## src/rtl/clk_rst_ctrl.sv

```systemverilog
// Board clock/reset sequencer: pulses the MMCM reset, waits for lock, then releases the SoC reset.
// Optional button debounce is enabled by defining CLK_RST_CTRL_DEBOUNCE_EN.
module clk_rst_ctrl #(
    parameter int unsigned PLL_RST_CYCLES  = 16,
    parameter int unsigned LOCK_TIMEOUT    = 65536,
    parameter int unsigned SETTLE_CYCLES   = 1024,
    parameter int unsigned DEBOUNCE_CYCLES = 1000000
) (
    input  logic       clk,
    input  logic       rst_n,
    input  logic       btn_i,
    input  logic       pll_locked_i,
    output logic       pll_rst_o,
    output logic       soc_rst_n_o,
    output logic [1:0] state_o,
    output logic [3:0] retry_cnt_o,
    output logic       lock_fail_o
);

    localparam int unsigned MAX_AB     = (PLL_RST_CYCLES > LOCK_TIMEOUT) ? PLL_RST_CYCLES
                                                                         : LOCK_TIMEOUT;
    localparam int unsigned MAX_CYCLES = (MAX_AB > SETTLE_CYCLES) ? MAX_AB : SETTLE_CYCLES;
    localparam int unsigned CNT_W      = (MAX_CYCLES > 1) ? $clog2(MAX_CYCLES) : 1;

    localparam logic [CNT_W-1:0] PLL_LAST    = CNT_W'(PLL_RST_CYCLES - 1);
    localparam logic [CNT_W-1:0] LOCK_LAST   = CNT_W'(LOCK_TIMEOUT - 1);
    localparam logic [CNT_W-1:0] SETTLE_LAST = CNT_W'(SETTLE_CYCLES - 1);

    typedef enum logic [1:0] {
        StAssert   = 2'b00,
        StLockWait = 2'b01,
        StSettle   = 2'b10,
        StRun      = 2'b11
    } state_e;

    state_e           state_q;
    logic [CNT_W-1:0] cnt_q;
    logic [3:0]       retry_q;
    logic             fail_q;
    logic             pll_rst_q;
    logic             soc_rst_n_q;

    logic [1:0] btn_sync_q;
    logic [1:0] lock_sync_q;
    logic       btn_s;
    logic       lock_s;
    logic       btn_q;

    always_ff @(posedge clk) begin
        if (!rst_n) begin
            btn_sync_q  <= 2'b00;
            lock_sync_q <= 2'b00;
        end else begin
            btn_sync_q  <= {btn_sync_q[0], btn_i};
            lock_sync_q <= {lock_sync_q[0], pll_locked_i};
        end
    end

    assign btn_s  = btn_sync_q[1];
    assign lock_s = lock_sync_q[1];

`ifdef CLK_RST_CTRL_DEBOUNCE_EN
    localparam int unsigned      DB_W    = (DEBOUNCE_CYCLES > 1) ? $clog2(DEBOUNCE_CYCLES) : 1;
    localparam logic [DB_W-1:0]  DB_LAST = DB_W'(DEBOUNCE_CYCLES - 1);

    logic [DB_W-1:0] db_cnt_q;

    // The counter only runs while the synchronized level disagrees with the accepted one.
    always_ff @(posedge clk) begin
        if (!rst_n) begin
            db_cnt_q <= '0;
            btn_q    <= 1'b0;
        end else if (btn_s == btn_q) begin
            db_cnt_q <= '0;
        end else if (db_cnt_q == DB_LAST) begin
            db_cnt_q <= '0;
            btn_q    <= btn_s;
        end else begin
            db_cnt_q <= db_cnt_q + 1'b1;
        end
    end
`else
    logic [31:0] unused_db_cfg;
    assign unused_db_cfg = DEBOUNCE_CYCLES;
    assign btn_q         = btn_s;
`endif

    // Reset outputs are registered alongside the state so they never glitch on multi-bit
    // state changes (e.g. LOCK_WAIT -> SETTLE flips both state bits).
    always_ff @(posedge clk) begin
        if (!rst_n) begin
            state_q     <= StAssert;
            cnt_q       <= '0;
            retry_q     <= 4'd0;
            fail_q      <= 1'b0;
            pll_rst_q   <= 1'b1;
            soc_rst_n_q <= 1'b0;
        end else if (btn_q) begin
            state_q     <= StAssert;
            cnt_q       <= '0;
            pll_rst_q   <= 1'b1;
            soc_rst_n_q <= 1'b0;
        end else begin
            case (state_q)
                StAssert: begin
                    if (cnt_q == PLL_LAST) begin
                        state_q   <= StLockWait;
                        cnt_q     <= '0;
                        pll_rst_q <= 1'b0;
                    end else begin
                        cnt_q <= cnt_q + 1'b1;
                    end
                end
                StLockWait: begin
                    if (lock_s) begin
                        state_q <= StSettle;
                        cnt_q   <= '0;
                    end else if (cnt_q == LOCK_LAST) begin
                        state_q   <= StAssert;
                        cnt_q     <= '0;
                        pll_rst_q <= 1'b1;
                        fail_q    <= 1'b1;
                        if (retry_q != 4'd15) begin
                            retry_q <= retry_q + 4'd1;
                        end
                    end else begin
                        cnt_q <= cnt_q + 1'b1;
                    end
                end
                StSettle: begin
                    if (!lock_s) begin
                        state_q   <= StAssert;
                        cnt_q     <= '0;
                        pll_rst_q <= 1'b1;
                    end else if (cnt_q == SETTLE_LAST) begin
                        state_q     <= StRun;
                        cnt_q       <= '0;
                        soc_rst_n_q <= 1'b1;
                    end else begin
                        cnt_q <= cnt_q + 1'b1;
                    end
                end
                StRun: begin
                    if (!lock_s) begin
                        state_q     <= StAssert;
                        cnt_q       <= '0;
                        pll_rst_q   <= 1'b1;
                        soc_rst_n_q <= 1'b0;
                    end
                end
                default: begin
                    state_q     <= StAssert;
                    cnt_q       <= '0;
                    pll_rst_q   <= 1'b1;
                    soc_rst_n_q <= 1'b0;
                end
            endcase
        end
    end

    assign pll_rst_o   = pll_rst_q;
    assign soc_rst_n_o = soc_rst_n_q;
    assign state_o     = state_q;
    assign retry_cnt_o = retry_q;
    assign lock_fail_o = fail_q;

endmodule

```

## config.mk

```make
export PLATFORM = sky130hd
export DESIGN_NAME = clk_rst_ctrl
export DESIGN_NICKNAME = d
export VERILOG_FILES = /design/src/rtl/clk_rst_ctrl.sv
export SDC_FILE = /design/constraint.sdc
export NUM_CORES = 1
export LEC_CHECK = 0
export ABC_CLOCK_PERIOD_IN_PS = 2620
export CAP_MARGIN = 10
export CORE_UTILIZATION = 55
export DETAILED_ROUTE_END_ITERATION = 10
export PLACE_DENSITY = 0.77
export SLEW_MARGIN = 10
export SYNTH_ARGS = -nofsm -noshare
export SYNTH_HDL_FRONTEND = slang
export SYNTH_SLANG_ARGS = --single-unit
```

## constraint.sdc

```tcl
create_clock -name clk -period 2.62 [get_ports clk]
set_input_delay 0.393 -clock clk [delete_from_list [all_inputs] [get_ports clk]]
set_output_delay 0.393 -clock clk [all_outputs]
set_load 0.02 [all_outputs]
```

[Word-level counts from Yosys, hierarchy flattened]
Cells that the tools add are included.
Storage, ports and cells
  register bits after elaboration: 29
  input bits: 4
  logic and storage cells: 61
Operators by class
  $add $sub $neg: 2
  eq/ne operators: 16
  mux-type cells: 23
  bitwise gates (word level): 3
  reductions and logical operators: 9
Operator list (count)
  $mux W16: 6
  $pmux W16 S4: 1
  $add A16 B1 Y16 const B: 1
  $eq A16 B10 Y1 const B: 1
  $eq A16 B16 Y1 const B: 1
  $eq A16 B4 Y1 const B: 1
  $reduce_and A4 Y1: 4
  $ne A2 B2 Y1 const B: 7
  $mux W2: 6
  $pmux W2 S4: 1
  $mux W1: 7
  $ne A3 B3 Y1 const B: 2
  $reduce_and A5 Y1: 1
  $add A4 B1 Y4 const B: 1
  $eq A2 B2 Y1 const B: 2
  $ne A4 B4 Y1 const B: 1
  $reduce_or A2 Y1: 2
  $not A1 Y1: 3
  $pmux W1 S3: 1
  $eq A2 B1 Y1 const B: 1
  $logic_not A2 Y1: 1
  $pmux W1 S2: 1
  $reduce_bool A2 Y1: 1

[Depth between registers and ports, before layout]
  word-level depth: 4
  depth in mapped cells: 7
  mapped depth without buffers: 6

[Least setup slack after synthesis]
No wires, ideal clock.
  path type: reg-to-reg
  from: reg cnt_q[10]
  to: reg cnt_q[0]
  setup time: 115 ps
  arrival: 1794 ps
  path slack: 711 ps
  stages on the path, launching flop included: 7
  period minus slack after synthesis: 1909 ps
  cell sequence: dfxtp_1 > or4_4 > nor4_4 > a311oi_1 > o31ai_4 > buf_6 > nor2_1
On the way
  cells in the longest elaborated chain, start to end: 4
  elaborated cells on any way between the ends: 9
  classes of those cells: 3 x eq/ne; 6 x mux
Ends and longest elaborated chain
  from (decl): line 37  | logic [CNT_W-1:0] cnt_q;
  from (signal assigned): line 111  | cnt_q <= cnt_q + 1'b1;
  from (signal assigned): line 127  | cnt_q <= cnt_q + 1'b1;
  from (signal assigned): line 140  | cnt_q <= cnt_q + 1'b1;
  $eq A16 B10 Y1 / $eq A16 B16 Y1 (equally long branches): line 135, 118
  $mux W16, on equally long branches: line 135, 118
  $mux W16, on equally long branches: line 131, 115
  $pmux W16 S4 (*): line 104  | case (state_q)
Every way passes the cells marked *; elsewhere a longest branch is shown, timed or not.
A chain may end at the register's enable or synchronous reset.

[Worst setup path after layout]
  from: reg cnt_q[10]
  to: reg cnt_q[6]
The elaborated chain is that of the path after synthesis.

==> flow_metrics.py <==
metrics = {
    "run_status": {
        "status": "finished clean",
    },
    "synthesis": {
        "yosys_most_used_dff": "dfxtp_1",
        "async_flop_share": 0,
        "synth.distinct_cells": 31,
        "synth_nets": 150,
        "synth_area_per_cell_um2": 9.24,
        "synth_top_area_frac": 0.437,
        "synthCells": 144,
        "yosys_warnings": 0,
        "ys_seq_area_frac": 0.437,
        "ys_ff_latch": 29,
        "synth_edf_count": 0,
        "netlist_top_cells_area": "dfxtp_1 44%, xor2_1 7.2%, nor2_1 6.8%, and2_1 3.3%, and3_1 3.3%",
        "synth_most_common_cell": "dfxtp_1",
        "synth_top_area_cell": "dfxtp_1",
        "netlist_area_um2": 1330,
        "yosys-top-cells-count": "29 x dfxtp_1, 24 x nor2_1, 11 x xor2_1",
    },
    "clock_network": {
        "ctsRootBufferMaster": "clkbuf_4",
        "cts_setup_buffers": 0,
        "cts_tree": "yes",
        "clk_pin_slew_ns": 0.09,
        "cts_sinks": 29,
        "insertion_delay_ns": 0.33,
        "cts_resized": 0,
        "ctsHoldBuffers": 0,
        "clock_path_buffers": 2,
        "htreeDepth": 2,
        "cts_buffers": 5,
    },
    "route": {
        "post_drt_wl_per_cell_um": 13.7,
        "routed_via_density": 5.64,
        "drt_pre_antenna_iters": 4,
        "drc": 0,
        "antenna_left": 0,
        "drtIter0Drc": 24,
        "vias": 1054,
        "routed_wl_um": 2550,
    },
    "floorplan": {
        "ioPinCount": 13,
        "fp-row-count": 17,
        "die_h_um": 51.2,
        "start_util": 0.590,
        "die_area_um2": 2620,
        "die_x_um": 51.2,
        "core_um2": 2250,
    },
    "cells_and_area": {
        "layout-drive-gt1-share": 0.0818,
        "final_area_um2": 1530,
        "final_cells": 187,
        "syn_to_final_growth_pct": 15.0,
        "nNetsFinal": 164,
        "antenna_cells": 0,
    },
    "sta": {
        "slew_violations": 0,
        "setup_violations": 0,
        "rsz0062_at_grt": "false",
        "fin_ws_ns": 0.413,
        "slew_headroom": 0.528,
        "min_period_ns": 2.21,
        "setup_tns_ns": 0,
        "hold_viol": 0,
        "worst_pin_slew_ns": 0.703,
        "min_period_over_period": 0.843,
        "fmax_ghz": 0.453,
        "skew_ns": 0.0110,
        "whs_ns": 0.444,
    },
    "critical_path": {
        "worstSetupPathType": "reg2reg",
        "startpoint_type": "flop",
        "crit_slowest_cell": "o31ai_4",
        "r2r.worst_path.cells": 5,
        "cp_top_family": "simple AND/OR/NAND/NOR gates",
        "worstReg2RegEnd": "cnt_q[6]",
        "critical-path-max-stage-delay_ns": 0.57,
        "ff2ff_setup_slack_ns": 0.41,
        "startpoint": "cnt_q[10]",
        "cp.required_ns": 2.81,
        "crit_buf_inv": 0,
        "cp_max_fo": 15,
        "worstSetupEndpointType": "flop",
        "endpoint": "cnt_q[6]",
        "reg2reg_from": "cnt_q[10]",
        "path_cells": "or4_4 -> nor4_4 -> a311oi_1 -> o31ai_4 -> nor2_1",
        "cp.arrival_ns": 2.40,
        "crit_cells": 5,
    },
    "global_routing": {
        "grt_first_pass_wirelength_um": 4330,
        "overflow": 0,
        "grt_usage": 0.233,
        "antenna_found_initial": 0,
        "grt_pass1_vias": 963,
        "grt_max_degree": 16,
    },
    "placed_design": {
        "post-place-ws_ns": 0.420,
        "port-buffer-count": 12,
        "dp.cells": 179,
        "gp_congestion": 0.791,
        "placed_area_um2": 1460,
        "dp_hpwl_um": 1810,
    },
    "job": {
        "max-cap-violations": 0,
    },
    "power": {
        "max-vdd-ir-drop_mv": 0.509,
        "p_per_area_nw_per_um2": 530,
        "p_leak_nw": 0.597,
    },
    "hold_path": {
        "min_path_type": "reg2reg",
    },
}
## worst register-to-register path, cell delays in order (launching register included)
cell and delay (ns):
dfxtp_1 0.36, or4_4 0.56, nor4_4 0.22, a311oi_1 0.25, o31ai_4 0.57, nor2_1 0.12
## kinds of logic after synthesis
| family | count (synthesis) | synth area share |
|---|---|---|
| fa+ha+maj | 2 | 0.0188 |
| xor+xnor | 16 | 0.105 |
| buf+inv | 8 | 0.0282 |
| simple gates | 70 | 0.290 |
| mux | 4 | 0.0301 |
| compound gates | 15 | 0.0913 |
| flops | 29 | 0.437 |
## registers in the layout (all words and copies together) (netlist names)
register,count
lock_fail_o,1
pll_rst_o,1
lock_sync_q,2
state_o,2
soc_rst_n_o,1
btn_sync_q,2
cnt_q,16
retry_cnt_o,4
## layout by cell type, fill, tap and decap left out, types with 3 or more instances in the layout
cell type,n
dfxtp_1,29
xnor2_1,5
nor2_1,24
mux2i_1,4
nor3_1,3
a21oi_1,3
and3_1,7
nand4_1,3
nand3_1,7
and2_1,7
nor2b_1,3
nand2_1,7
clkdlybuf4s50_1,12
xor2_1,11
clkbuf_4,5
and4_1,3
inv_1,3
o21ai_0,4
## how the worst min path moves through the flow
stage | start | to | cells after the start
global placement | btn_sync_q[0] | btn_sync_q[1] | 1
floorplan | btn_sync_q[0] | btn_sync_q[1] | 1
CTS | btn_sync_q[0] | btn_sync_q[1] | 1
finish | btn_sync_q[0] | btn_sync_q[1] | 1
global route | lock_sync_q[0] | lock_sync_q[1] | 1
detailed placement | btn_sync_q[0] | btn_sync_q[1] | 1
## metal layers
metal  up-vias  global-route usage  wire, um
li1        534                   -         -
met1       495               0.286      1210
met2        17               0.349      1180
met3         8              0.0893        89
met4         0               0.125        72
met5         -                   0         0
## power by group
group,switching (mW),internal (mW),total (mW)
clock network,0.152,0.155,0.307
logic,0.0237,0.0202,0.0439
registers,0.00886,0.450,0.458
total,0.185,0.625,0.810
## through the flow
| step | utilization | total power, mW |
|---|---|---|
| finish | 0.678 | 0.810 |
| global route | 0.678 | 0.849 |
| CTS | 0.678 | 0.820 |
| detailed placement | 0.647 | 0.513 |
| global placement | 0.647 | 0.511 |
| floorplan | - | 0.500 |
## area by class of cell
cell class              instances  area [um2]
clock buffers                   7        65.1
multi-input cells             107         712
clock inverters                 1        5.00
well taps                      28        35.0
fillers                       200         726
inverters                       3        11.3
flip-flops and latches         29         581
repair buffers                 12         120
Note: power is estimated with default switching activity, not from simulation.
==> edit 1 (same settings) <==
Add a define of `CLK_RST_CTRL_DEBOUNCE_EN`.
--- a/src/rtl/clk_rst_ctrl.sv
+++ b/src/rtl/clk_rst_ctrl.sv
@@ -1,5 +1,7 @@
 // Board clock/reset sequencer: pulses the MMCM reset, waits for lock, then releases the SoC reset.
 // Optional button debounce is enabled by defining CLK_RST_CTRL_DEBOUNCE_EN.
+`define CLK_RST_CTRL_DEBOUNCE_EN
+
 module clk_rst_ctrl #(
     parameter int unsigned PLL_RST_CYCLES  = 16,
     parameter int unsigned LOCK_TIMEOUT    = 65536,
Function: no difference found for any inputs over 10 cycles, from zero or initial values and one cycle with rst_n low; that may be too few to reach the edited logic, so the function may still have changed.
==> edit 1 against the original RTL <==
Routed wire length increased by 67%. Non-clock buffer count increased by 6. Total power increased by 69%. Worst setup slack got worse by 0.17 ns. Critical path depth increased by 2. Synthesized area increased by 71%. Sequential share of layout area increased by 1.2 points. Sequential cell count increased by 21. Global-route usage decreased by 1.2 points. Cell area increased by 67%. Largest power group unchanged.
==> edit 1: results (changes against the original RTL) <==
count of cell types in the netlist 43 (was 31); Critical R2R Capture cnt_q[3]$_SDFFE_PP0P_ (was cnt_q[6]$_SDFFE_PP0P_); sequential power 789 uW (was 458 uW); clock latency at the later pin of the worst-skew pair 0.31 ns (was 0.33 ns); GRT Total Usage 0.221 (was 0.233); largest net degree at the start of global routing 21 (was 16); Max VDD drop 0.350 mV (was 0.509 mV); wire length of the first global-routing pass 7330 um (was 4330 um); Final Skew 0.0105 ns (was 0.0110 ns); Post-DP Area 2450 um2 (was 1460 um2); Lkg Pwr 0.861 nW (was 0.597 nW); DP Cell Count 317 (was 179); synth cell count leaders dfxtp_1 (50), nor2_1 (48), xnor2_1 (21) (was dfxtp_1 (29), nor2_1 (24), xor2_1 (11)); Root Buffer clkbuf_8 (was clkbuf_4); Seq/Total Area, Yosys 0.441 (was 0.437); M1 GR Usage 0.292 (was 0.286); DR WL met2 1830 um (was 1180 um); met3 Usage GRT 0.0724 (was 0.0893); Main synth FF type dfxtp_1 (unchanged); R2R Path Start cnt_q[10]$_SDFFE_PP0P_ (unchanged); hold path start btn_sync_q[0]$_SDFF_PN0_ (unchanged); post-DP HPWL 2860 um (was 1810 um); reg-to-reg slack, setup 0.25 ns (was 0.41 ns); syn nets 266 (was 150); final hold slack 0.440 ns (was 0.444 ns); FF-to-FF path depth 7 (was 5); number of global-route vias before repair 1,665 (was 963); Critical Path Fanout Max 13 (was 15); DRT iter0 DRCs 138 (was 24); vias 1,831 (was 1,054); Max power group registers (unchanged); Multi-input gate area 1210 um2 (was 712 um2); Post-synth ARST share 0 (unchanged); non-filler cells, final 325 (was 187); pre-CTS setup slack 0.285 ns (was 0.420 ns); switching fraction of total power 0.248 (was 0.228); fillers 311 (was 200); WL met3 223 um (was 89 um); GR Util met2 0.342 (was 0.349); outcome finished, final reports clean (unchanged); Max Freq 421 MHz (was 453 MHz); Area contributors post-synth dfxtp_1 (44%), xnor2_1 (8.1%), nor2_1 (7.9%) (was dfxtp_1 (44%), xor2_1 (7.2%), nor2_1 (6.8%)); Top reg by flops db_cnt_q (was cnt_q); drt pass-1 iters 4 (unchanged); routed len/inst 13.1 um (was 13.7 um); Nets 283 (was 164); RePlAce Congestion 0.814 (was 0.791); WP data arrival 2.58 ns (was 2.40 ns); CTS-repair resized insts 0 (unchanged); Comb group 93.6 uW (was 43.9 uW); M1 wire length 2160 um (was 1210 um); share of layout cells above drive strength 1 0.0650 (was 0.0818); max FFs per register 20 (was 16); Avg Synthesized Cell Area 8.77 um2 (was 9.24 um2); Worst Tran Pin Value 0.415 ns (was 0.703 ns); overall power 1.37 mW (was 810 uW)
## edit 1: changes by cell type after synthesis, sizes merged, moves of 8 or more
| cell | change |
|---|---|
| nor2 | +24 |
| dfxtp | +21 |
| xnor2 | +16 |
| nand2 | +10 |
| nand3 | +10 |
| nor4 | +8 |
## edit 1: critical path: stages (launching register included)
cell and delay, ns:
dfxtp_1 0.37, or4_1 0.50, or4_1 0.46, buf_4 0.19
o21a_1 0.24, o31ai_4 0.21, buf_4 0.22, nor2_1 0.07
## edit 1: how the worst max path moves through the flow
stage / from / cells past startpoint / endpoint
finish: cnt_q[10]$_SDFFE_PP0P_ / 7 / cnt_q[3]$_SDFFE_PP0P_
global route: cnt_q[0]$_SDFFE_PP0P_ / 8 / cnt_q[3]$_SDFFE_PP0P_
CTS: cnt_q[10]$_SDFFE_PP0P_ / 7 / cnt_q[3]$_SDFFE_PP0P_
detailed placement: cnt_q[10]$_SDFFE_PP0P_ / 7 / cnt_q[14]$_SDFFE_PP0P_
global placement: cnt_q[10]$_SDFFE_PP0P_ / 7 / cnt_q[5]$_SDFFE_PP0P_
floorplan: cnt_q[10]$_SDFFE_PP0P_ / 7 / cnt_q[14]$_SDFFE_PP0P_
## edit 1: final cells by class
type                    instances  area share
multi-input cells             197       0.475
inverters                       4     0.00588
clock buffers                   6      0.0324
clock inverters                 2     0.00637
repair buffers                 18      0.0647
well taps                      48      0.0235
flip-flops and latches         50       0.392
## edit 1: kinds of logic (layout without fill, tap and decap cells)
kind of cell | count (synthesis) | in the layout | share of synthesized area
mux | 1 | 1 | 0.00441
flops | 50 | 50 | 0.441
simple gates | 137 | 137 | 0.305
buf+inv | 12 | 30 | 0.0253
compound gates | 22 | 22 | 0.0771
fa+ha+maj | 3 | 3 | 0.0165
xor+xnor | 34 | 34 | 0.131
==> edit 2 (config.mk and constraints unchanged) <==
Made on the original files. Register the output `retry_cnt_o` once more, cleared by the reset; this adds one clock of latency there. The other outputs are not delayed to match.
--- a/src/rtl/clk_rst_ctrl.sv
+++ b/src/rtl/clk_rst_ctrl.sv
@@ -161,7 +161,13 @@
     assign pll_rst_o   = pll_rst_q;
     assign soc_rst_n_o = soc_rst_n_q;
     assign state_o     = state_q;
-    assign retry_cnt_o = retry_q;
+    always_ff @(posedge clk) begin
+        if (!rst_n) begin
+            retry_cnt_o <= '0;
+        end else begin
+            retry_cnt_o <= retry_q;
+        end
+    end
     assign lock_fail_o = fail_q;
 
 endmodule
Behaviour: no difference found for any inputs over 10 cycles, from zero or initial values and one cycle with rst_n low; that may be too few to reach the edited logic, so the function may still have changed.
==> edit 2 against the original RTL <==
Synthesized cell count rose by 7.6%. Cell area rose by 5.6%. Synthesized area rose by 7.4%. Via count rose by 4.7%. Fmax rose by 14%. Cell count rose by 7.5%. Worst setup slack improved by 0.27 ns. Global-route usage fell by 1.3 points. Routed wire length rose by 0.71%. Non-clock buffer count did not move. Sequential cell count rose by 4. Critical path type is now reg -> out. Critical endpoint is now state_o[1]. Total power rose by 2.5%.
==> edit 2: results (changes against the original RTL) <==
outcome finished, final reports clean (unchanged); final hold slack 0.444 ns (about the same); RePlAce Congestion 0.807 (was 0.791); Nets 176 (was 164); DR WL met2 1090 um (was 1180 um); Lkg Pwr 0.559 nW (was 0.597 nW); reg-to-reg slack, setup 0.83 ns (was 0.41 ns); Final Skew 0.00811 ns (was 0.0110 ns); GRT Total Usage 0.220 (was 0.233); M1 GR Usage 0.287 (was 0.286); DP Cell Count 193 (was 179); largest net degree at the start of global routing 17 (was 16); routed len/inst 12.8 um (was 13.7 um); met3 Usage GRT 0.0632 (was 0.0893); Post-DP Area 1560 um2 (was 1460 um2); non-filler cells, final 201 (was 187); Seq/Total Area, Yosys 0.462 (was 0.437); Critical Path Fanout Max 11 (was 15); post-DP HPWL 1870 um (was 1810 um); FF-to-FF path depth 6 (was 5); Cells after Synth 155 (was 144); number of global-route vias before repair 974 (was 963); vias per inst 5.49 (was 5.64); M1 wire length 1260 um (was 1210 um); wire length of the first global-routing pass 4280 um (was 4330 um); CP peak stage delay 0.67 ns (was 0.57 ns); Worst Tran Pin Value 0.500 ns (was 0.703 ns); slowest stage cell, crit path clkdlybuf4s50_1 (was o31ai_4)
==> edit 2: changes by cell type after synthesis, moves of 4 or more <==
cell,change
and3_1,-4
xor2_1,-4
a21oi_1,+4
nand2_1,+5
dfxtp_1,+4
mux2i_1,-4
xnor2_1,+4
==> edit 2: final timing paths <==
check                                                from                         to
worst max-delay path              state_o[1]$_SDFFE_PP0P_                 state_o[1]
worst min-delay path            lock_sync_q[0]$_SDFF_PN0_  lock_sync_q[1]$_SDFF_PN0_
worst max register to register      cnt_q[0]$_SDFFE_PP0P_      cnt_q[8]$_SDFFE_PP0P_
worst min register to register  lock_sync_q[0]$_SDFF_PN0_  lock_sync_q[1]$_SDFF_PN0_
==> edit 2: report_power, final <==
| group | leakage, nW | switching, mW | internal (mW) |
|---|---|---|---|
| clock network | 0.0234 | 0.184 | 0.103 |
| registers | 0.267 | 0.00664 | 0.509 |
| logic | 0.268 | 0.0137 | 0.0130 |
| total | 0.559 | 0.205 | 0.625 |
==> edit 2: layout make-up <==
class                           count  area, um2  area share
Sequential cell                    33        661       0.409
Multi-Input combinational cell    117        733       0.454
Tap cell                           30       37.5      0.0232
Clock inverter                      3       22.5      0.0139
Inverter                            1       3.75     0.00232
Clock buffer                        5       37.5      0.0232
Timing Repair Buffer               12        120      0.0744
==> edit 2: logic make-up (layout without fill, tap and decap cells) <==
family | after synthesis | after routing | share of synthesized area
flip-flops | 33 | 33 | 0.462
adder cells (fa/ha/maj) | 2 | 2 | 0.0175
XOR/XNOR | 16 | 16 | 0.0981
AND/OR/NAND/NOR | 82 | 82 | 0.312
buffers and inverters | 5 | 21 | 0.0245
AO/OA/AOI/OAI | 17 | 17 | 0.0858
